--- config.mk ---
export PLATFORM = sky130hd
export DESIGN_NAME = dcache_assoc_flat
export DESIGN_NICKNAME = d
export VERILOG_FILES = /design/src/rtl/dcache_assoc_if.sv /design/src/rtl/dcache_assoc.sv /design/src/flat_wrapper.sv
export SDC_FILE = /design/constraint.sdc
export NUM_CORES = 2
export LEC_CHECK = 0
export BUFFER_PORTS_ARGS = -buffer_cell sky130_fd_sc_hd__buf_2
export CORE_ASPECT_RATIO = 0.5
export CORE_UTILIZATION = 50
export CTS_BUF_LIST = sky130_fd_sc_hd__clkbuf_16
export DETAILED_ROUTE_END_ITERATION = 12
export PLACE_DENSITY = 0.73
export RECOVER_POWER = 25
export SYNTH_ARGS = -nofsm -noshare
export SYNTH_HDL_FRONTEND = slang
export SYNTH_SLANG_ARGS = --single-unit
--- constraint.sdc ---
create_clock -name clock -period 6.7 [get_ports clock]
set_clock_uncertainty 0.2 [all_clocks]
set_input_delay 0 -clock clock [delete_from_list [all_inputs] [get_ports clock]]
set_output_delay 0 -clock clock [all_outputs]
set_load 0.1 [all_outputs]
--- src/rtl/dcache_assoc_if.sv ---
// LSU-side request/response bundle and Dmem-side bus bundle for the
// set-associative data cache. The cache is the slave on the LSU side and
// the master on the memory side.
interface dcache_assoc_if;
  logic [1:0]  proc2Dcache_command;
  logic [31:0] proc2Dcache_addr;
  logic [63:0] proc2Dcache_data;
  logic [1:0]  mem_size;
  logic        flush;
  logic        Dcache_ready;
  logic        Dcache_valid_out;
  logic [63:0] Dcache_data_out;
  logic        flush_done;

  modport master (
    output proc2Dcache_command, proc2Dcache_addr, proc2Dcache_data, mem_size, flush,
    input  Dcache_ready, Dcache_valid_out, Dcache_data_out, flush_done
  );
  modport slave (
    input  proc2Dcache_command, proc2Dcache_addr, proc2Dcache_data, mem_size, flush,
    output Dcache_ready, Dcache_valid_out, Dcache_data_out, flush_done
  );
endinterface

interface dcache_mem_if;
  logic [1:0]  proc2Dmem_command;
  logic [31:0] proc2Dmem_addr;
  logic [63:0] proc2Dmem_data;
  logic [3:0]  Dmem2proc_response;
  logic [63:0] Dmem2proc_data;
  logic [3:0]  Dmem2proc_tag;

  modport master (
    output proc2Dmem_command, proc2Dmem_addr, proc2Dmem_data,
    input  Dmem2proc_response, Dmem2proc_data, Dmem2proc_tag
  );
  modport slave (
    input  proc2Dmem_command, proc2Dmem_addr, proc2Dmem_data,
    output Dmem2proc_response, Dmem2proc_data, Dmem2proc_tag
  );
endinterface

--- src/rtl/dcache_assoc.sv ---
// Blocking write-back / write-allocate N-way set-associative data cache with
// true-LRU replacement, byte/half/word/double lane access and a full flush.
// Line data and tags carry no reset; only valid/dirty/age and the FSM do.
module dcache_assoc #(
  parameter int WAYS      = 2,
  parameter int SETS      = 16,
  parameter int ADDR_BITS = 16
) (
  input logic           clock,
  input logic           reset,
  dcache_assoc_if.slave lsu,
  dcache_mem_if.master  mem
);
  localparam int IDX  = $clog2(SETS);
  localparam int TAGW = ADDR_BITS - 3 - IDX;
  localparam int WW   = (WAYS > 1) ? $clog2(WAYS) : 1;

  localparam logic [1:0] BUS_NONE  = 2'd0;
  localparam logic [1:0] BUS_LOAD  = 2'd1;
  localparam logic [1:0] BUS_STORE = 2'd2;
  localparam logic [1:0] SZ_BYTE   = 2'd0;
  localparam logic [1:0] SZ_HALF   = 2'd1;
  localparam logic [1:0] SZ_WORD   = 2'd2;

  typedef enum logic [2:0] {
    S_IDLE, S_LOOKUP, S_EVICT, S_FILL_REQ, S_FILL_WAIT, S_FLUSH_SCAN, S_FLUSH_WB
  } state_t;

  logic [63:0]     line_data  [SETS][WAYS];
  logic [TAGW-1:0] line_tag   [SETS][WAYS];
  logic            line_valid [SETS][WAYS];
  logic            line_dirty [SETS][WAYS];
  logic [WW-1:0]   line_age   [SETS][WAYS];

  state_t                 state;
  logic [1:0]             req_cmd;
  logic [ADDR_BITS-1:0]   req_addr;
  logic [63:0]            req_data;
  logic [1:0]             req_size;
  logic [WW-1:0]          victim;
  logic [3:0]             mem_tag;
  logic [IDX-1:0]         scan_set;
  logic [WW-1:0]          scan_way;
  logic                   ready_r, valid_r, flush_done_r;
  logic [63:0]            data_out_r, mem_data_r;
  logic [1:0]             mem_cmd_r;
  logic [31:0]            mem_addr_r;

  // Offset bits below the access size are dropped so every access is aligned.
  function automatic logic [2:0] align(input logic [2:0] off, input logic [1:0] size);
    case (size)
      SZ_BYTE: return off;
      SZ_HALF: return {off[2:1], 1'b0};
      SZ_WORD: return {off[2], 2'b00};
      default: return 3'b000;
    endcase
  endfunction

  function automatic logic [63:0] lane_read(input logic [63:0] line, input logic [2:0] off,
                                            input logic [1:0] size);
    case (size)
      SZ_BYTE: return {56'd0, line[{off, 3'b000} +: 8]};
      SZ_HALF: return {48'd0, line[{off[2:1], 4'b0000} +: 16]};
      SZ_WORD: return {32'd0, line[{off[2], 5'b00000} +: 32]};
      default: return line;
    endcase
  endfunction

  function automatic logic [63:0] lane_merge(input logic [63:0] line, input logic [63:0] wdata,
                                             input logic [2:0] off, input logic [1:0] size);
    logic [63:0] r;
    r = line;
    case (size)
      SZ_BYTE: r[{off, 3'b000} +: 8]         = wdata[7:0];
      SZ_HALF: r[{off[2:1], 4'b0000} +: 16]  = wdata[15:0];
      SZ_WORD: r[{off[2], 5'b00000} +: 32]   = wdata[31:0];
      default: r = wdata;
    endcase
    return r;
  endfunction

  function automatic logic [31:0] line_addr(input logic [TAGW-1:0] t, input logic [IDX-1:0] i);
    return 32'({t, i, 3'b000});
  endfunction

  logic [2:0]      req_off;
  logic [IDX-1:0]  req_idx;
  logic [TAGW-1:0] req_tag;
  assign req_off = align(req_addr[2:0], req_size);
  assign req_idx = req_addr[3 +: IDX];
  assign req_tag = req_addr[3 + IDX +: TAGW];

  logic scan_last;
  assign scan_last = (scan_set == IDX'(SETS - 1)) && (scan_way == WW'(WAYS - 1));

  logic unused_addr_hi;
  assign unused_addr_hi = ^lsu.proc2Dcache_addr[31:ADDR_BITS];

  logic          hit;
  logic [WW-1:0] hit_way;
  // Tag match across the ways of the addressed set.
  always_comb begin
    hit     = 1'b0;
    hit_way = '0;
    for (int w = 0; w < WAYS; w++) begin
      if (line_valid[req_idx][w] && line_tag[req_idx][w] == req_tag) begin
        hit     = 1'b1;
        hit_way = WW'(w);
      end
    end
  end

  logic          vic_found;
  logic [WW-1:0] vic_way;
  // Victim choice: lowest invalid way first, otherwise the oldest way.
  always_comb begin
    vic_found = 1'b0;
    vic_way   = '0;
    for (int w = 0; w < WAYS; w++) begin
      if (!vic_found && !line_valid[req_idx][w]) begin
        vic_way   = WW'(w);
        vic_found = 1'b1;
      end
    end
    if (!vic_found) begin
      for (int w = 0; w < WAYS; w++) begin
        if (line_age[req_idx][w] == WW'(WAYS - 1)) vic_way = WW'(w);
      end
    end
  end

  // Cache controller: FSM, registered outputs, and array updates.
  always_ff @(posedge clock) begin
    if (!reset) begin
      state        <= S_IDLE;
      ready_r      <= 1'b1;
      valid_r      <= 1'b0;
      data_out_r   <= '0;
      flush_done_r <= 1'b0;
      mem_cmd_r    <= BUS_NONE;
      mem_addr_r   <= '0;
      mem_data_r   <= '0;
      mem_tag      <= '0;
      victim       <= '0;
      scan_set     <= '0;
      scan_way     <= '0;
      for (int s = 0; s < SETS; s++) begin
        for (int w = 0; w < WAYS; w++) begin
          line_valid[s][w] <= 1'b0;
          line_dirty[s][w] <= 1'b0;
          line_age[s][w]   <= WW'(w);
        end
      end
    end else begin
      valid_r      <= 1'b0;
      flush_done_r <= 1'b0;
      case (state)
        S_IDLE: begin
          if (lsu.flush) begin
            ready_r  <= 1'b0;
            scan_set <= '0;
            scan_way <= '0;
            state    <= S_FLUSH_SCAN;
          end else if (lsu.proc2Dcache_command != BUS_NONE) begin
            ready_r  <= 1'b0;
            req_cmd  <= lsu.proc2Dcache_command;
            req_addr <= lsu.proc2Dcache_addr[ADDR_BITS-1:0];
            req_data <= lsu.proc2Dcache_data;
            req_size <= lsu.mem_size;
            state    <= S_LOOKUP;
          end
        end
        S_LOOKUP: begin
          if (hit) begin
            if (req_cmd == BUS_STORE) begin
              line_data[req_idx][hit_way]  <= lane_merge(line_data[req_idx][hit_way], req_data,
                                                         req_off, req_size);
              line_dirty[req_idx][hit_way] <= 1'b1;
            end else begin
              data_out_r <= lane_read(line_data[req_idx][hit_way], req_off, req_size);
            end
            if (WAYS > 1) begin
              for (int w = 0; w < WAYS; w++) begin
                if (WW'(w) == hit_way)
                  line_age[req_idx][w] <= '0;
                else if (line_age[req_idx][w] < line_age[req_idx][hit_way])
                  line_age[req_idx][w] <= line_age[req_idx][w] + 1'b1;
              end
            end
            valid_r <= 1'b1;
            ready_r <= 1'b1;
            state   <= S_IDLE;
          end else begin
            victim <= vic_way;
            if (line_valid[req_idx][vic_way] && line_dirty[req_idx][vic_way]) begin
              mem_cmd_r  <= BUS_STORE;
              mem_addr_r <= line_addr(line_tag[req_idx][vic_way], req_idx);
              mem_data_r <= line_data[req_idx][vic_way];
              state      <= S_EVICT;
            end else begin
              mem_cmd_r  <= BUS_LOAD;
              mem_addr_r <= line_addr(req_tag, req_idx);
              state      <= S_FILL_REQ;
            end
          end
        end
        S_EVICT: begin
          if (mem.Dmem2proc_response != 4'd0) begin
            line_dirty[req_idx][victim] <= 1'b0;
            mem_cmd_r  <= BUS_LOAD;
            mem_addr_r <= line_addr(req_tag, req_idx);
            state      <= S_FILL_REQ;
          end
        end
        S_FILL_REQ: begin
          if (mem.Dmem2proc_response != 4'd0) begin
            mem_tag   <= mem.Dmem2proc_response;
            mem_cmd_r <= BUS_NONE;
            state     <= S_FILL_WAIT;
          end
        end
        S_FILL_WAIT: begin
          // The replayed lookup is a guaranteed hit and updates LRU there.
          if (mem_tag != 4'd0 && mem.Dmem2proc_tag == mem_tag) begin
            line_data[req_idx][victim]  <= mem.Dmem2proc_data;
            line_tag[req_idx][victim]   <= req_tag;
            line_valid[req_idx][victim] <= 1'b1;
            line_dirty[req_idx][victim] <= 1'b0;
            state <= S_LOOKUP;
          end
        end
        S_FLUSH_SCAN: begin
          if (line_valid[scan_set][scan_way] && line_dirty[scan_set][scan_way]) begin
            mem_cmd_r  <= BUS_STORE;
            mem_addr_r <= line_addr(line_tag[scan_set][scan_way], scan_set);
            mem_data_r <= line_data[scan_set][scan_way];
            state      <= S_FLUSH_WB;
          end else if (scan_last) begin
            flush_done_r <= 1'b1;
            ready_r      <= 1'b1;
            state        <= S_IDLE;
          end else if (scan_way == WW'(WAYS - 1)) begin
            scan_way <= '0;
            scan_set <= scan_set + 1'b1;
          end else begin
            scan_way <= scan_way + 1'b1;
          end
        end
        S_FLUSH_WB: begin
          if (mem.Dmem2proc_response != 4'd0) begin
            line_dirty[scan_set][scan_way] <= 1'b0;
            mem_cmd_r <= BUS_NONE;
            if (scan_last) begin
              flush_done_r <= 1'b1;
              ready_r      <= 1'b1;
              state        <= S_IDLE;
            end else begin
              if (scan_way == WW'(WAYS - 1)) begin
                scan_way <= '0;
                scan_set <= scan_set + 1'b1;
              end else begin
                scan_way <= scan_way + 1'b1;
              end
              state <= S_FLUSH_SCAN;
            end
          end
        end
        default: begin
          ready_r <= 1'b1;
          state   <= S_IDLE;
        end
      endcase
    end
  end

  assign lsu.Dcache_ready      = ready_r;
  assign lsu.Dcache_valid_out  = valid_r;
  assign lsu.Dcache_data_out   = data_out_r;
  assign lsu.flush_done        = flush_done_r;
  assign mem.proc2Dmem_command = mem_cmd_r;
  assign mem.proc2Dmem_addr    = mem_addr_r;
  assign mem.proc2Dmem_data    = mem_data_r;
endmodule

--- src/flat_wrapper.sv ---
// flat-port wrapper written by rule: the top's interface ports become plain ports
module dcache_assoc_flat 
#(
  parameter int WAYS      = 2,
  parameter int SETS      = 16,
  parameter int ADDR_BITS = 16
)
  (clock, reset, lsu_proc2Dcache_command, lsu_proc2Dcache_addr, lsu_proc2Dcache_data, lsu_mem_size, lsu_flush, lsu_Dcache_ready, lsu_Dcache_valid_out, lsu_Dcache_data_out, lsu_flush_done, mem_proc2Dmem_command, mem_proc2Dmem_addr, mem_proc2Dmem_data, mem_Dmem2proc_response, mem_Dmem2proc_data, mem_Dmem2proc_tag);
  dcache_assoc_if lsu_i ();
  dcache_mem_if mem_i ();
  input logic clock;
  input logic reset;
  input wire logic [$bits(lsu_i.proc2Dcache_command)-1:0] lsu_proc2Dcache_command;
  input wire logic [$bits(lsu_i.proc2Dcache_addr)-1:0] lsu_proc2Dcache_addr;
  input wire logic [$bits(lsu_i.proc2Dcache_data)-1:0] lsu_proc2Dcache_data;
  input wire logic [$bits(lsu_i.mem_size)-1:0] lsu_mem_size;
  input wire logic [$bits(lsu_i.flush)-1:0] lsu_flush;
  output wire logic [$bits(lsu_i.Dcache_ready)-1:0] lsu_Dcache_ready;
  output wire logic [$bits(lsu_i.Dcache_valid_out)-1:0] lsu_Dcache_valid_out;
  output wire logic [$bits(lsu_i.Dcache_data_out)-1:0] lsu_Dcache_data_out;
  output wire logic [$bits(lsu_i.flush_done)-1:0] lsu_flush_done;
  output wire logic [$bits(mem_i.proc2Dmem_command)-1:0] mem_proc2Dmem_command;
  output wire logic [$bits(mem_i.proc2Dmem_addr)-1:0] mem_proc2Dmem_addr;
  output wire logic [$bits(mem_i.proc2Dmem_data)-1:0] mem_proc2Dmem_data;
  input wire logic [$bits(mem_i.Dmem2proc_response)-1:0] mem_Dmem2proc_response;
  input wire logic [$bits(mem_i.Dmem2proc_data)-1:0] mem_Dmem2proc_data;
  input wire logic [$bits(mem_i.Dmem2proc_tag)-1:0] mem_Dmem2proc_tag;
  assign lsu_i.proc2Dcache_command = lsu_proc2Dcache_command;
  assign lsu_i.proc2Dcache_addr = lsu_proc2Dcache_addr;
  assign lsu_i.proc2Dcache_data = lsu_proc2Dcache_data;
  assign lsu_i.mem_size = lsu_mem_size;
  assign lsu_i.flush = lsu_flush;
  assign lsu_Dcache_ready = lsu_i.Dcache_ready;
  assign lsu_Dcache_valid_out = lsu_i.Dcache_valid_out;
  assign lsu_Dcache_data_out = lsu_i.Dcache_data_out;
  assign lsu_flush_done = lsu_i.flush_done;
  assign mem_proc2Dmem_command = mem_i.proc2Dmem_command;
  assign mem_proc2Dmem_addr = mem_i.proc2Dmem_addr;
  assign mem_proc2Dmem_data = mem_i.proc2Dmem_data;
  assign mem_i.Dmem2proc_response = mem_Dmem2proc_response;
  assign mem_i.Dmem2proc_data = mem_Dmem2proc_data;
  assign mem_i.Dmem2proc_tag = mem_Dmem2proc_tag;
  dcache_assoc #(.WAYS(WAYS), .SETS(SETS), .ADDR_BITS(ADDR_BITS)) u_core (.clock(clock), .reset(reset), .lsu(lsu_i), .mem(mem_i));
endmodule
==> reports/results.tsv <==
stage	metric	value	unit
synthesis	avgSynthCellArea	17.71	um^2
timing	finalSetupViolations	0	
timing	period_minus_slack	6.379	ns
pwr	power.density	290.9	nW/um^2
clock_tree	cts_setup_buffers	0	
clock_tree	cts.sinks	2683	
pwr	p_sw	12.50	mW
grt	grt_pass1_vias	80684	
pwr	combPwrFrac	21.0	%
worst_hold_path	hold_path.class	in -> reg	
synthesis	synth_cells	7286	
job	drv_cap	25	
worst_setup_path	cp_max_fo	64	
grt	grt_pass1_wl	605700	um
place	place_hpwl	259000	um
timing	hold_violations	0	
timing	fin_crit_sh	95.21	%
run_status	status	finished with violations	
finish	area_delta_synth_final	12.79	%
grt	grt_max_degree	122	
die	die_y	361.2	um
timing	fin_ws	0.3207	ns
clock_tree	clock_latency	0.98	ns
timing	rsz0062_at_grt	false	
synthesis	yosysTopAreaCell	edfxtp_1	
synthesis	synthTopCellsByCount	edfxtp_1 (2481), mux4_2 (1460), nand2_1 (471), clkbuf_1 (384), nor2_1 (380)	
synthesis	ys_warn_count	0	
worst_setup_path	cp_data_required_time	6.79	ns
grt	track_usage	32.90	%
pwr	sw_frac_of_total	29.52	%
clock_tree	cts_made_buffers	236	
finish	nets	7994	
place	dp_slack	0.5111	ns
die	row_count	131	
worst_setup_path	crit_arrival	6.47	ns
timing	fmax	0.1568	GHz
run_status	violations	max-capacitance violations, max-slew violations	
grt	grt_overflow	0	
pwr	power_leakage	45.32	nW
clock_tree	htreeDepth	4	
pwr	ir_worst_vdd	0.2418	mV
worst_setup_path	startpoint_type	register	
finish	fillers	18882	
die	initial_core_util	50.46	%
synthesis	synth_edf_count	2481	
route	drtPass1Iterations	9	
worst_setup_path	critPathKind	reg -> reg	
route	drt_iter0_drc	13962	
die	die-area	260200	um^2
synthesis	yosysMostFrequentCell	edfxtp_1	
synthesis	yosysTopAreaCellShare	57.74	%
route	drt_drc_violations_left	0	
route	vias	83255	
route	via_per_inst	7.302	
grt	use_met2	48.83	%
pwr	pwr-share-seq	46.7	%
grt	gr-usage-met1	44.27	%
die	core	255700	um^2
route	wl	434100	um
synthesis	synth-seq-cells	2683	
clock_tree	root_buffer	clkbuf_16	
timing	slew_headroom	-127.1	%
place	port_buffers	304	
synthesis	yosysSeqAreaShare	60.87	%
timing	setup_tns	0	ns
worst_setup_path	cp-end-kind	register	
die	dieWidth	720.4	um
clock_tree	clk_path_buf_depth	4	
grt	grt.met3_usage	9.971	%
synthesis	syn_area	129000	um^2
route	drtAntennaViolNets	0	
clock_tree	ctsResizeCount	0	
synthesis	synthFlopType	edfxtp_1	
synthesis	synth.area.top_cells	edfxtp_1 (58%), mux4_2 (25%), dfxtp_1 (3.1%)	
clock_tree	cts_tree	built	
pwr	power.share.clock	32.2	%
finish	layout-drive-gt1-share	30.61	%
clock_tree	hold_buffers	264	
pwr	intPower	29.84	mW
timing	slew_viol_final	911	
route	wl_per_cell	38.07	um
worst_setup_path	reg2reg_setup_slack	0.32	ns
clock_tree	path_clk_slew	0.07	ns
place	gp_congestion	1.031	
synthesis	synthArstFlopShare	0	%
grt	antenna_found_initial	17	
synthesis	synthDistinctLibCells	83	
timing	tightest_slew	3.398	ns
grt	busiest_layer	met2	
die	ios	340	
[flip-flops by register name, indices dropped and copies added (netlist names), 32 cells and up, named ones only]
signal,count
u_core.lsu.Dcache_data_out,64
u_core.line_dirty,32
u_core.req_data,64
u_core.line_data,2048
u_core.line_tag,288
u_core.line_valid,32
u_core.line_age,32
u_core.mem.proc2Dmem_data,64
[cells by family (layout without fill, tap and decap cells)]
logic type / after synthesis / count (layout) / share of synthesized area (%)
other: 1 / 23 / 0.002906
multiplexers: 1764 / 1764 / 28.01
flip-flops: 2683 / 2683 / 60.87
XOR/XNOR: 22 / 22 / 0.1493
AND/OR/NAND/NOR: 1238 / 1238 / 4.217
AO/OA/AOI/OAI: 927 / 927 / 4.541
adder cells (fa/ha/maj): 8 / 8 / 0.07758
buffers and inverters: 643 / 1346 / 2.128
[power groups by stage]
| stage | Combinational, mW | Clock (mW) | Sequential [mW] |
|---|---|---|---|
| floorplan | 5.23 | 0 | 20.3 |
| global placement | 8.39 | 0 | 20.1 |
| detailed placement | 8.50 | 0 | 20.1 |
| CTS | 8.67 | 13.6 | 19.8 |
| global route | 9.24 | 14.2 | 19.8 |
| finish | 8.91 | 13.6 | 19.8 |
[stage by stage]
stage,hold WS [ns],instances,util [%],power [mW],area (um^2)
final,0.02686,11402,56.92,42.34,145500
after global routing,0.04165,11401,56.92,43.28,145500
after CTS,0.00005185,11398,57.14,42.06,146100
after detailed placement,-0.02189,10700,53.18,28.63,136000
after global placement,-0.02385,10700,53.18,28.51,136000
after floorplan,-0.1011,7304,-,25.51,129100
[worst paths after layout]
path                                  from                       endpoint  cells past startpoint
max                               register       u_core.line_data[10][35]                     13
min                 mem_Dmem2proc_data[17]        u_core.line_data[1][17]                      3
max reg2reg                       register       u_core.line_data[10][35]                     13
min reg2reg  u_core.mem.proc2Dmem_data[35]  u_core.mem.proc2Dmem_data[35]                      2
[cell usage in the layout, fill, tap and decap left out, types with 26 or more instances in the layout]
cell	count
nand3_1	154
o21ai_0	197
nor2_4	30
buf_4	187
inv_1	76
mux2i_1	132
clkbuf_1	207
nor3_1	44
clkinv_1	58
dlygate4sd3_1	264
mux2_2	157
a211oi_1	48
buf_2	144
buf_12	70
o211ai_1	89
o22ai_1	27
a31oi_1	41
nor2_1	344
a21oi_1	277
clkbuf_16	238
clkinv_2	47
dfxtp_1	193
mux4_2	1460
a21o_1	51
edfxtp_1	2481
nand2_1	471
nand4_1	26
[routing by layer]
metal | routed length (um) | vias up | share of wire, %
li1 | - | 31588 | -
met1 | 147300 | 42834 | 34
met2 | 191600 | 7445 | 44
met3 | 66570 | 1368 | 15
met4 | 28420 | 20 | 6.5
met5 | 199 | - | 0.046
[cell type report]
| class | count | area [um^2] | share of cell area [%] |
|---|---|---|---|
| Clock buffer | 238 | 5956 | 4.092 |
| Multi-Input combinational cell | 3978 | 48090 | 33.04 |
| Inverter | 33 | 138.9 | 0.09543 |
| Clock inverter | 196 | 1533 | 1.053 |
| Tap cell | 3391 | 4243 | 2.915 |
| Sequential cell | 2683 | 78580 | 53.99 |
| Antenna cell | 4 | 10.01 | 0.006878 |
| Timing Repair Buffer | 879 | 6987 | 4.801 |
[worst max-delay path, cell delays in order, from the launching register on]
cell and delay, ns:
dfxtp_4 0.72, buf_12 0.32, mux4_2 0.54, mux2i_1 0.26, xnor2_1 0.16, a21oi_1 0.09, o22a_1 0.24, nand3_4 0.35
clkbuf_1 0.64, nor2_1 0.11, and2_0 0.25, nor2_4 0.73, nor2_4 0.05, clkbuf_4 0.89
Power figures use the tool's default switching activity.
